File: src/rtl/panel_arbiter_if.sv
// ---------------------------------------------------------------------------
// panel_arbiter_if
// Groups the request, pattern and status signals of the panel arbiter.
//   req_i    [2:0]  per-requester panel requests (0 student, 1 HPS, 2 heartbeat)
//   led_i    [23:0] requester LED patterns, requester k on bits [8k+7:8k]
//   seg_i    [23:0] requester SEG patterns (active-low), same packing
//   grant_o  [2:0]  one-hot current owner, 0 when nobody owns the panel
//   led_o    [7:0]  arbitrated LED drive
//   seg_o    [7:0]  arbitrated SEG drive
//   busy_o          high whenever the arbiter is not idle
//   tick_o          one-cycle prescaler strobe
//   hb_o     [3:0]  one-hot rotating heartbeat
// The slave modport is the arbiter's view, the master modport the requesters'.
// ---------------------------------------------------------------------------
interface panel_arbiter_if;
   logic [2:0]  req_i;
   logic [23:0] led_i;
   logic [23:0] seg_i;
   logic [2:0]  grant_o;
   logic [7:0]  led_o;
   logic [7:0]  seg_o;
   logic        busy_o;
   logic        tick_o;
   logic [3:0]  hb_o;

   modport slave (
      input  req_i, led_i, seg_i,
      output grant_o, led_o, seg_o, busy_o, tick_o, hb_o
   );

   modport master (
      output req_i, led_i, seg_i,
      input  grant_o, led_o, seg_o, busy_o, tick_o, hb_o
   );
endinterface

File: src/rtl/panel_arbiter.sv
// ---------------------------------------------------------------------------
// panel_arbiter
// Shares one LED/7-segment panel between three requesters with round-robin
// selection, a minimum hold time before preemption and a one-cycle blanking
// gap on every hand-over.
//   fpga_clk_50   single clock, all state changes on its rising edge
//   fpga_rst_n    synchronous active-low reset
//   bus           panel_arbiter_if.slave (requests, patterns, grant, status)
// Parameters:
//   TICK_DIV      tick period in clock cycles (>= 2)
//   HOLD_TICKS    ticks an owner keeps the panel before it can be preempted
// ---------------------------------------------------------------------------
module panel_arbiter #(
   parameter int TICK_DIV   = 50000000,
   parameter int HOLD_TICKS = 2
) (
   input  logic            fpga_clk_50,
   input  logic            fpga_rst_n,
   panel_arbiter_if.slave  bus
);

   localparam int               CNT_W    = (TICK_DIV > 1) ? $clog2(TICK_DIV) : 1;
   localparam logic [CNT_W-1:0] CNT_LAST = CNT_W'(TICK_DIV - 1);
   localparam logic [7:0]       HOLD_MAX = 8'(HOLD_TICKS);

   typedef enum logic [1:0] {
      IDLE   = 2'd0,
      OWN    = 2'd1,
      SWITCH = 2'd2
   } state_t;

   state_t           r_state;
   state_t           w_nextState;
   logic [1:0]       r_owner;
   logic [1:0]       w_nextOwner;
   logic [CNT_W-1:0] r_cnt;
   logic [7:0]       r_holdCnt;
   logic [3:0]       r_hb;
   logic [7:0]       r_led;
   logic [7:0]       r_seg;
   logic             r_armed;
   logic             w_tick;
   logic             w_ownReq;
   logic [7:0]       w_ownLed;
   logic [7:0]       w_ownSeg;
   logic [2:0]       w_others;
   logic [1:0]       w_pick;

   // Round-robin search starting just after the last owner and wrapping
   // back to the last owner itself as the final candidate.
   function automatic logic [1:0] rrPick(input logic [1:0] last, input logic [2:0] req);
      logic [1:0] c1;
      logic [1:0] c2;
      c1 = (last == 2'd2) ? 2'd0 : last + 2'd1;
      c2 = (c1 == 2'd2) ? 2'd0 : c1 + 2'd1;
      if (req[c1])
         return c1;
      else if (req[c2])
         return c2;
      else
         return last;
   endfunction

   assign w_tick   = (r_cnt == CNT_LAST);
   assign w_others = bus.req_i & ~(3'b001 << r_owner);
   assign w_pick   = rrPick(r_owner, bus.req_i);

   // Select the current owner's request bit and panel patterns.
   always_comb begin
      w_ownReq = 1'b0;
      w_ownLed = 8'h00;
      w_ownSeg = 8'hFF;
      case (r_owner)
         2'd0: begin
            w_ownReq = bus.req_i[0];
            w_ownLed = bus.led_i[7:0];
            w_ownSeg = bus.seg_i[7:0];
         end
         2'd1: begin
            w_ownReq = bus.req_i[1];
            w_ownLed = bus.led_i[15:8];
            w_ownSeg = bus.seg_i[15:8];
         end
         2'd2: begin
            w_ownReq = bus.req_i[2];
            w_ownLed = bus.led_i[23:16];
            w_ownSeg = bus.seg_i[23:16];
         end
         default: begin
            w_ownReq = 1'b0;
         end
      endcase
   end

   // Next-state logic. IDLE waits one cycle after reset release (r_armed)
   // so that no grant appears on the first edge after reset goes away.
   // The owner register keeps the previous owner through SWITCH, which is
   // what the round-robin pick needs.
   always_comb begin
      w_nextState = r_state;
      w_nextOwner = r_owner;
      case (r_state)
         IDLE: begin
            if (r_armed && (|bus.req_i)) begin
               w_nextState = OWN;
               w_nextOwner = w_pick;
            end
         end
         OWN: begin
            if (!w_ownReq ||
                ((r_holdCnt == HOLD_MAX) && w_tick && (|w_others))) begin
               w_nextState = SWITCH;
            end
         end
         SWITCH: begin
            if (|bus.req_i) begin
               w_nextState = OWN;
               w_nextOwner = w_pick;
            end else begin
               w_nextState = IDLE;
            end
         end
         default: begin
            w_nextState = IDLE;
         end
      endcase
   end

   // State, prescaler, heartbeat, hold counter and registered panel drive.
   // hold_cnt is cleared whenever not in OWN, so every OWN entry starts at 0.
   always_ff @(posedge fpga_clk_50) begin
      if (!fpga_rst_n) begin
         r_state   <= IDLE;
         r_owner   <= 2'd2;
         r_cnt     <= '0;
         r_holdCnt <= 8'd0;
         r_hb      <= 4'b0001;
         r_led     <= 8'h00;
         r_seg     <= 8'hFF;
         r_armed   <= 1'b0;
      end else begin
         r_state <= w_nextState;
         r_owner <= w_nextOwner;
         r_armed <= 1'b1;
         r_cnt   <= w_tick ? '0 : r_cnt + 1'b1;
         if (w_tick)
            r_hb <= {r_hb[2:0], r_hb[3]};
         if (r_state != OWN)
            r_holdCnt <= 8'd0;
         else if (w_tick && (r_holdCnt != HOLD_MAX))
            r_holdCnt <= r_holdCnt + 8'd1;
         if (r_state == OWN) begin
            r_led <= w_ownLed;
            r_seg <= w_ownSeg;
         end else begin
            r_led <= 8'h00;
            r_seg <= 8'hFF;
         end
      end
   end

   assign bus.grant_o = (r_state == OWN) ? (3'b001 << r_owner) : 3'b000;
   assign bus.busy_o  = (r_state != IDLE);
   assign bus.tick_o  = w_tick;
   assign bus.hb_o    = r_hb;
   assign bus.led_o   = r_led;
   assign bus.seg_o   = r_seg;

endmodule
File: src/flat_wrapper.sv
// flat-port wrapper written by rule: the top's interface ports become plain ports
module panel_arbiter_flat 
#(
   parameter int TICK_DIV   = 50000000,
   parameter int HOLD_TICKS = 2
)
  (fpga_clk_50, fpga_rst_n, bus_req_i, bus_led_i, bus_seg_i, bus_grant_o, bus_led_o, bus_seg_o, bus_busy_o, bus_tick_o, bus_hb_o);
  panel_arbiter_if bus_i ();
  input  logic fpga_clk_50;
  input  logic fpga_rst_n;
  input wire logic [$bits(bus_i.req_i)-1:0] bus_req_i;
  input wire logic [$bits(bus_i.led_i)-1:0] bus_led_i;
  input wire logic [$bits(bus_i.seg_i)-1:0] bus_seg_i;
  output wire logic [$bits(bus_i.grant_o)-1:0] bus_grant_o;
  output wire logic [$bits(bus_i.led_o)-1:0] bus_led_o;
  output wire logic [$bits(bus_i.seg_o)-1:0] bus_seg_o;
  output wire logic [$bits(bus_i.busy_o)-1:0] bus_busy_o;
  output wire logic [$bits(bus_i.tick_o)-1:0] bus_tick_o;
  output wire logic [$bits(bus_i.hb_o)-1:0] bus_hb_o;
  assign bus_i.req_i = bus_req_i;
  assign bus_i.led_i = bus_led_i;
  assign bus_i.seg_i = bus_seg_i;
  assign bus_grant_o = bus_i.grant_o;
  assign bus_led_o = bus_i.led_o;
  assign bus_seg_o = bus_i.seg_o;
  assign bus_busy_o = bus_i.busy_o;
  assign bus_tick_o = bus_i.tick_o;
  assign bus_hb_o = bus_i.hb_o;
  panel_arbiter #(.TICK_DIV(TICK_DIV), .HOLD_TICKS(HOLD_TICKS)) u_core (.fpga_clk_50(fpga_clk_50), .fpga_rst_n(fpga_rst_n), .bus(bus_i));
endmodule
File: config.mk
export PLATFORM = sky130hd
export DESIGN_NAME = panel_arbiter_flat
export DESIGN_NICKNAME = d
export VERILOG_FILES = /design/src/rtl/panel_arbiter_if.sv /design/src/rtl/panel_arbiter.sv /design/src/flat_wrapper.sv
export SDC_FILE = /design/constraint.sdc
export NUM_CORES = 1
export LEC_CHECK = 0
export ABC_AREA = 1
export BUFFER_PORTS_ARGS = -buffer_cell sky130_fd_sc_hd__buf_4
export CORE_ASPECT_RATIO = 1.4
export CORE_MARGIN = 4
export CORE_UTILIZATION = 35
export DETAILED_ROUTE_END_ITERATION = 12
export GPL_TIMING_DRIVEN = 0
export PLACE_DENSITY = 0.56
export REMOVE_ABC_BUFFERS = 1
export SYNTH_ARGS = -nofsm -noshare
export SYNTH_HDL_FRONTEND = slang
export SYNTH_SLANG_ARGS = --single-unit
File: constraint.sdc
create_clock -name fpga_clk_50 -period 2.89 [get_ports fpga_clk_50]
set_input_delay 0.1445 -clock fpga_clk_50 [delete_from_list [all_inputs] [get_ports fpga_clk_50]]
set_output_delay 0.1445 -clock fpga_clk_50 [all_outputs]
set_load 0.01 [all_outputs]
; Word level (Yosys, flattened, before mapping)
; Cells that the tools add are included.
; Widths: inputs -> output; s select.
[totals]
regBits = 59
output_inout_bits = 25
elab_cells = 67
[op_classes]
add_sub_neg = 4
magnitude_cmp = 2
eq_ne = 12
n_shift = 1
muxes = 20
bitwise_logic = 3
n_reduce_logical = 17
[ops]
columns = operator, n
row1 = $pmux 8 s3, 2
row2 = $add 26x1->26 const B, 1
row3 = $eq 26x26->1 const B, 1
row4 = $mux 2, 8
row5 = $add 8x1->8 const B, 1
row6 = $eq 8x2->1 const B, 1
row7 = $ne 2x1->1 const B, 4
row8 = $ne 8x2->1 const B, 1
row9 = $eq 2x2->1 const B, 3
row10 = $lt 2x3->1 const B, 2
row11 = $pmux 2 s3, 1
row12 = $reduce_or 3->1, 2
row13 = $add 2x1->2 const B, 2
row14 = $bmux 1 s2, 2
row15 = $eq 2x1->1 const B, 2
row16 = $logic_and 1x1->1, 4
row17 = $logic_not 2->1, 2
row18 = $mux 1, 4
row19 = $pmux 2 s2, 1
row20 = $reduce_and 2->1, 2
row21 = $reduce_bool 2->1, 2
row22 = $reduce_or 2->1, 2
row23 = $and 3x3->3, 1
row24 = $mux 3, 1
row25 = 7 further kinds, 7

; Depth between registers and ports, before layout
; Gate-level depths: netlist of run 1.
[logic_depth]
ltp_word = 10
ltp_mapped = 10

; Worst setup path before layout of run 1
; No wires, ideal clock.
[synth_path]
path_kind = register -> register
from = reg u_core.r_cnt[0]
to = reg u_core.r_cnt[12]
arrival_time_ns = 1.423
required_time_ns = 2.768
path_slack_ns = 1.345
path_stages_with_launch = 10
n_path_buf = 1
path_cell_list = dfxtp_1 -> ha_1 -> nand2_2 -> nor2_4 -> nand2_2 -> nor2_4 -> nand2_2 -> nand2_4 -> buf_6 -> a21oi_1
[synth_via]
elab_chain_len = 2
[synth_lines]
columns = element, line_no
row1 = "start, declared", panel_arbiter.sv:36  ; logic [CNT_W-1:0] r_cnt;
row2 = "start signal, assigned", panel_arbiter.sv:145  ; r_cnt <= w_tick ? '0 : r_cnt + 1'b1;
row3 = "parallel branches: the longest is 2 deep, another holds $add 26x1->26", -
; Parallel ways; which one is timed is not known.
; A chain may end at the register's enable or synchronous reset.

; Worst setup path in the final report of run 1
[layout_path]
from = reg u_core.r_cnt[0]
to = out bus_tick_o
[layout_via]
elab_chain_len = 1
[layout_lines]
columns = element, line_no
row1 = $eq 26x26->1, panel_arbiter.sv:64  ; assign w_tick = (r_cnt == CNT_LAST);
row2 = "end, declared", flat_wrapper.sv:18  ; output wire logic [$bits(bus_i.tick_o)-1:0] bus_tick_o;
; No other way between the ends.

==> impl_metrics.yaml, run 1 <==
timing:
  timing.final.crit_share_pct: 72.4
  post-route-min-period_ns: 2.09
  worst_pin_slew_ns: 0.542
  finalSetupTns_ns: 0
  timing.fmax_mhz: 478
  rsz0062_at_grt: "no"
  relSlewSlack_pct: 63.6
  fin_hold_ws_ns: 0.0330
  slew_viol_final: 0
  fin_worst_skew_ns: 0.0104
  hold_viol_final: 0
  finalSetupViolCount: 0
global_routing:
  grt_pass1_wl_mm: 15.0
  grt_overflow: 0
  grt_use_total_pct: 18.0
  grt_max_degree: 27
  grt_pass1_vias: 3285
  antenna_found_initial: 0
floorplanning:
  fp.coreArea_sq_um: 8710
  die_w_microns: 88.4
  initial_core_util_pct: 36.4
  die_h_microns: 121
  dieArea_sq_um: 10700
  ioPinCount: 78
  row_count: 40
setup_path:
  crit_type: "reg -> out"
  slowest_delay_ns: 0.42
  path_cells: "ha_1, nand2_2, inv_2, nand2_2, nor4_1, buf_4"
  arrival_ns: 1.95
  start_kind: "flip-flop"
  rrSetupSlack_ns: 0.98
  cp_max_fo: 6
  cp.required_ns: 2.75
  crit_top_cell: "nand2_2"
  cpLargestDelayFamily: "simple AND/OR/NAND/NOR gates"
  crit_buf_inv: 2
  slowest_stage: "dfxtp_1"
  worst_setup_path_end_kind: "output port"
placed_design:
  gp_congestion: 0.847
  dp_hpwl_mm: 6.87
  place_area_sq_um: 3830
  port_buffers: 77
synthesis:
  synthTopCellsByArea: "dfxtp_1, nand2_1, nand3_1"
  synthArstFlopShare_pct: 0
  yosysSeqAreaShare_pct: 37.3
  synth_edf_count: 0
  synth.distinct_cells: 28
  synth_top_area_share_pct: 37.3
  synth.ff_latch_count: 59
  ys_top_cells_by_count: "nand2_1, dfxtp_1, nor2_1"
  synth_most_common_cell: "nand2_1"
  syn-cell-area_sq_um: 3170
  avgSynthCellArea_sq_um: 6.42
  ys.flop_type: "dfxtp_1"
  synthCells: 494
  ys_warn_count: 0
  synth.largest_area_cell: "dfxtp_1"
finish:
  num-nets-final: 632
  multi_input_area_sq_um: 1720
  layout-drive-gt1-share_pct: 19.8
  antennaDiodeCount: 0
  stdcell_area_sq_um: 4120
  syn2layout_area_growth_pct: 29.8
  regArea_sq_um: 1180
  fillCellCount: 946
hold_path:
  min_path_type: "in -> reg"
power_and_ir_drop:
  ir_worst_vdd_mv: 0.331
  power.density_nw_per_um2: 507
  p_leak_nw: 1.69
routing:
  drt-initial-drc-count: 164
  drt_pass1_iterations: 5
  viasPerCell: 4.84
  ant_nets: 0
  via_count: 3319
  wirelength_mm: 8.97
  post_drt_wl_per_cell_microns: 13.1
  drc_errors: 0
clock_network:
  htree_levels: 3
  clk_path_buf_depth: 2
  clk_latency_ns: 0.33
  clk_pin_slew_worst_paths_ns: 0.05
  ctsRootBufferMaster: "clkbuf_16"
  numCtsBuffers: 9
  cts_sinks: 59
  cts_tree: "done"
outcome:
  status: "completed"
flow_run:
  maxCapViolations: 0
-- per-layer routing --
| metal | global-route usage [%] | vias to the layer above | share of wire [%] |
|---|---|---|---|
| met3 | 3.07 | 15 | 4.0 |
| met4 | 8.41 | 0 | 2.8 |
| met1 | 21.0 | 1489 | 41 |
| li1 | - | 1737 | - |
| met2 | 31.4 | 78 | 52 |
| met5 | 0 | - | 0 |
-- cell families (layout without fill, tap and decap cells) --
logic type	after synthesis	in the layout	synth area share (%)
AOI/OAI and AO/OA	46	46	7.85
xor gates and xnor gates	9	9	2.49
adders and majority gates	3	3	1.18
buffers and inverters	67	154	8.60
DFF	59	59	37.3
and+or+nand+nor	310	310	42.6
-- worst paths after layout --
check | startpoint | endpoint | cells past startpoint
setup / recovery | u_core.r_cnt[0]$_SDFF_PP0_ | bus_tick_o | 6
hold / removal | bus_seg_i[13] | u_core.bus.seg_o[5]$_SDFF_PN1_ | 3
setup reg to reg | u_core.r_cnt[0]$_SDFF_PP0_ | u_core.r_cnt[9]$_SDFF_PP0_ | 8
hold reg to reg | u_core.r_cnt[24]$_SDFF_PP0_ | u_core.r_cnt[24]$_SDFF_PP0_ | 2
-- stage by stage --
stage,total power [W],utilization [%],instances,setup slack [ns]
5_1_grt,0.00218,47.3,686,0.682
2_1_floorplan,0.000985,-,487,1.37
4_1_cts,0.00211,47.3,686,0.775
3_5_place_dp,0.00111,44.0,669,0.962
3_3_place_gp,0.00110,44.0,669,0.980
6_report,0.00209,47.3,686,0.798
-- cells in the final DEF, fill, tap and decap left out --
| cell type | instances |
|---|---|
| buf_4 | 77 |
| a21oi_1 | 33 |
| clkbuf_8 | 2 |
| nor2_1 | 58 |
| nor2_2 | 2 |
| nand2_4 | 1 |
| dlygate4sd3_1 | 1 |
| xnor2_1 | 5 |
| nand4_2 | 1 |
| nor4_1 | 1 |
| clkbuf_1 | 3 |
| clkinv_2 | 2 |
| inv_1 | 51 |
| o21ai_0 | 9 |
| o221ai_1 | 1 |
| o22ai_1 | 1 |
| nand2_1 | 163 |
| nand4_1 | 15 |
| ha_1 | 3 |
| nand3_2 | 1 |
| nand2_2 | 4 |
| nand3b_1 | 1 |
| dfxtp_1 | 59 |
| nor3_1 | 13 |
| xor2_1 | 4 |
| clkbuf_16 | 9 |
| a21oi_4 | 1 |
| o211ai_1 | 1 |
| or2_2 | 2 |
| nor2_4 | 4 |
| inv_2 | 9 |
| nand3_1 | 44 |
-- what timing repair did --
item	CTS	global route
buffers inserted	0	0
hold buffers	1	0
endpoints found under the hold margin	1	0
resized for setup	0	0
-- report_power, final --
part           switching (W)  total, W  internal (W)
clock network       0.000374  0.000998      0.000624
registers          0.0000164  0.000853      0.000837
logic               0.000128  0.000234      0.000107
total               0.000518   0.00209       0.00157
-- layout make-up --
class | count | share of cell area (%)
Clock inverter | 2 | 0.243
Multi-Input combinational cell | 368 | 41.7
Timing Repair Buffer | 78 | 14.3
Sequential cell | 59 | 28.7
Clock buffer | 14 | 6.41
Tap cell | 105 | 3.19
Inverter | 60 | 5.47
-- flip-flops by register name, summed over array words and instances, names as in the netlist --
register and count:
u_core.bus.hb_o 4, u_core.bus.led_o 8, u_core.bus.seg_o 8, u_core.r_armed 1, u_core.r_cnt 26, u_core.r_holdCnt 8, u_core.r_owner 2, u_core.r_state 2
-- worst register-to-register path: stages, from the launching register on --
cell and delay, ns:
dfxtp_1 0.42, ha_1 0.32, nand2_2 0.12, nor2_4 0.21
nand2_2 0.10, nor2_4 0.12, nand2_2 0.12, nand2_4 0.28
a21oi_1 0.08
(Power assumes the default switching activity.)
==> run 2: changes to the inputs <==
--- a/config.mk
+++ b/config.mk
@@ -12,7 +12,7 @@
 export CORE_UTILIZATION = 35
 export DETAILED_ROUTE_END_ITERATION = 12
 export GPL_TIMING_DRIVEN = 0
-export PLACE_DENSITY = 0.56
+export PLACE_DENSITY = 0.58
 export REMOVE_ABC_BUFFERS = 1
 export SYNTH_ARGS = -nofsm -noshare
 export SYNTH_HDL_FRONTEND = slang
==> constraint.sdc (replaced) <==
create_clock -name fpga_clk_50 -period 1.9 [get_ports fpga_clk_50]
set_input_delay 0.095 -clock fpga_clk_50 [delete_from_list [all_inputs] [get_ports fpga_clk_50]]
set_output_delay 0.095 -clock fpga_clk_50 [all_outputs]
set_load 0.01 [all_outputs]
==> run 2 against run 1 <==
Critical path depth stayed put. Clock skew is 0.0017 ns higher. Sequential share of layout area is 1.7 points lower. Combinational power is 71% higher. Critical path type unchanged.
==> impl_metrics.yaml, run 2 (synthesis gave the netlist of run 1 again) <==
timing:
  worst_pin_slew_ns: 0.495
  slew_viol_final: 0
  post-route-min-period_ns: 1.79
  timing.fmax_mhz: 558
  rsz0062_at_grt: "no"
  timing.final.crit_share_pct: 94.3
  hold_viol_final: 0
  fin_worst_skew_ns: 0.0121
  finalSetupViolCount: 0
  setup_ws_ns: 0.108
  relSlewSlack_pct: 66.9
floorplanning:
  fp.coreArea_sq_um: 8710
  initial_core_util_pct: 36.4
  dieArea_sq_um: 10700
  row_count: 40
  die_h_microns: 121
  ioPinCount: 78
  die_w_microns: 88.4
finish:
  syn2layout_area_growth_pct: 38.1
  antennaDiodeCount: 0
  layout-drive-gt1-share_pct: 19.7
  final_cell_mix: "nand2_1, buf_4, nor2_1, dfxtp_1, inv_1"
  largest_register_ffs: 26
  top_register: "u_core.r_cnt"
  fin_util_pct: 50.3
  num-nets-final: 656
  final_common_cell: "nand2_1"
setup_path:
  cpLargestDelayFamily: "simple AND/OR/NAND/NOR gates"
  start_kind: "flip-flop"
  rrSetupSlack_ns: 0.22
  crit_buf_inv: 2
  crit_top_cell: "nand2_2"
  slowest_delay_ns: 0.39
  crit_cells: 6
  cp.required_ns: 1.80
  cp_max_fo: 6
  slowest_stage: "dfxtp_2"
  arrival_ns: 1.70
  ff2ff_path_depth: 9
  worst_setup_path_end_kind: "output port"
  path_cells: "ha_4, nand2_2, inv_2, nand2_2, nor4_2, buf_4"
  crit_type: "reg -> out"
global_routing:
  grt_pass1_wl_mm: 15.5
  grt_use_met3_pct: 7.09
  antenna_found_initial: 0
  grt_max_degree: 27
  grt_overflow: 0
  grt_pass1_vias: 3408
  grtUsageMet1_pct: 18.6
  grt_use_total_pct: 18.8
  grtUsageMet2_pct: 32.9
  grt.busiest_layer: "met2"
power_and_ir_drop:
  switching_share_pct: 24.5
  p_comb_share_pct: 12.7
  power.density_nw_per_um2: 718
  intPower_w: 0.00237
  clkPwrFrac_pct: 45.9
  p_leak_nw: 1.79
  fin_total_pwr_w: 0.00314
  pwr-share-seq_pct: 41.3
  p_switching_w: 0.000771
  ir_worst_vdd_mv: 0.510
placed_design:
  pre_cts_ws_ns: -0.0252
  port_buffers: 77
  gp_congestion: 0.883
  dp_hpwl_mm: 7.06
routing:
  wirelength_mm: 9.34
  viasPerCell: 4.91
  ant_nets: 0
  drt_pass1_iterations: 4
  via_count: 3484
  drt-initial-drc-count: 111
  post_drt_wl_per_cell_microns: 13.2
  drc_errors: 0
flow_run:
  maxCapViolations: 0
clock_network:
  htree_levels: 3
  cts_sinks: 59
  numCtsBuffers: 9
  ctsRootBufferMaster: "clkbuf_16"
  cts_setup_buffers: 0
  clk_pin_slew_worst_paths_ns: 0.05
  cts_tree: "done"
  clk_path_buf_depth: 2
  clk_latency_ns: 0.33
hold_path:
  min_path_cells: 5
  min_path_type: "in -> reg"
outcome:
  status: "completed"
-- run 2: timing repair --
action / CTS / global route
gates resized for setup: 3 / 3
setup endpoints to repair: 28 / 36
endpoints found under the hold margin: 9 / 0
cloned: 0 / 0
pin swaps: 0 / 0
hold buffers: 25 / 0
-- run 2: final timing paths --
check / start / to
max reg2reg: u_core.r_cnt[0]$_SDFF_PP0_ / u_core.r_holdCnt[2]$_SDFFE_PN0P_
max: u_core.r_cnt[0]$_SDFF_PP0_ / bus_tick_o
min: bus_led_i[3] / u_core.bus.led_o[3]$_SDFF_PN0_
min reg2reg: u_core.r_cnt[24]$_SDFF_PP0_ / u_core.r_cnt[24]$_SDFF_PP0_
-- run 2: tightest hold or removal path, delay by kind of cell --
| family | cells | cell delay [ns] |
|---|---|---|
| buffers and inverters | 2 | 0.11 |
| and+or+nand+nor | 3 | 0.13 |
-- run 2: metrics by stage --
step,hold slack (ns),instances,area [sq um],TNS (ns)
detailed placement,0.306,669,3830,-0.372
global placement,0.301,669,3830,-0.0571
global route,0.0660,709,4380,0
finish,0.0425,709,4380,0
CTS,0.0322,709,4360,0
floorplan,0.123,487,3120,0
-- run 2: metal layers --
layer  vias to the layer above  routed length (microns)
met2                       100                     4820
met5                         -                        0
met3                        27                      637
li1                       1793                        -
met4                         0                      338
met1                      1564                     3550
-- run 2: layout make-up --
class | count | area [sq um]
Timing Repair Buffer | 102 | 828
Tap cell | 105 | 131
Inverter | 60 | 225
Sequential cell | 59 | 1180
Clock buffer | 12 | 246
Multi-Input combinational cell | 368 | 1750
Clock inverter | 3 | 15.0
Fill cell | 914 | 4330
-- run 2: power by group through the flow --
| stage | Clock, W | Combinational, W | Sequential, W |
|---|---|---|---|
| 6_report | 0.00144 | 0.000400 | 0.00130 |
| 4_1_cts | 0.00150 | 0.000400 | 0.00130 |
| 5_1_grt | 0.00156 | 0.000443 | 0.00130 |
| 3_5_place_dp | 0 | 0.000357 | 0.00132 |
| 3_3_place_gp | 0 | 0.000354 | 0.00132 |
| 2_1_floorplan | 0 | 0.000170 | 0.00133 |
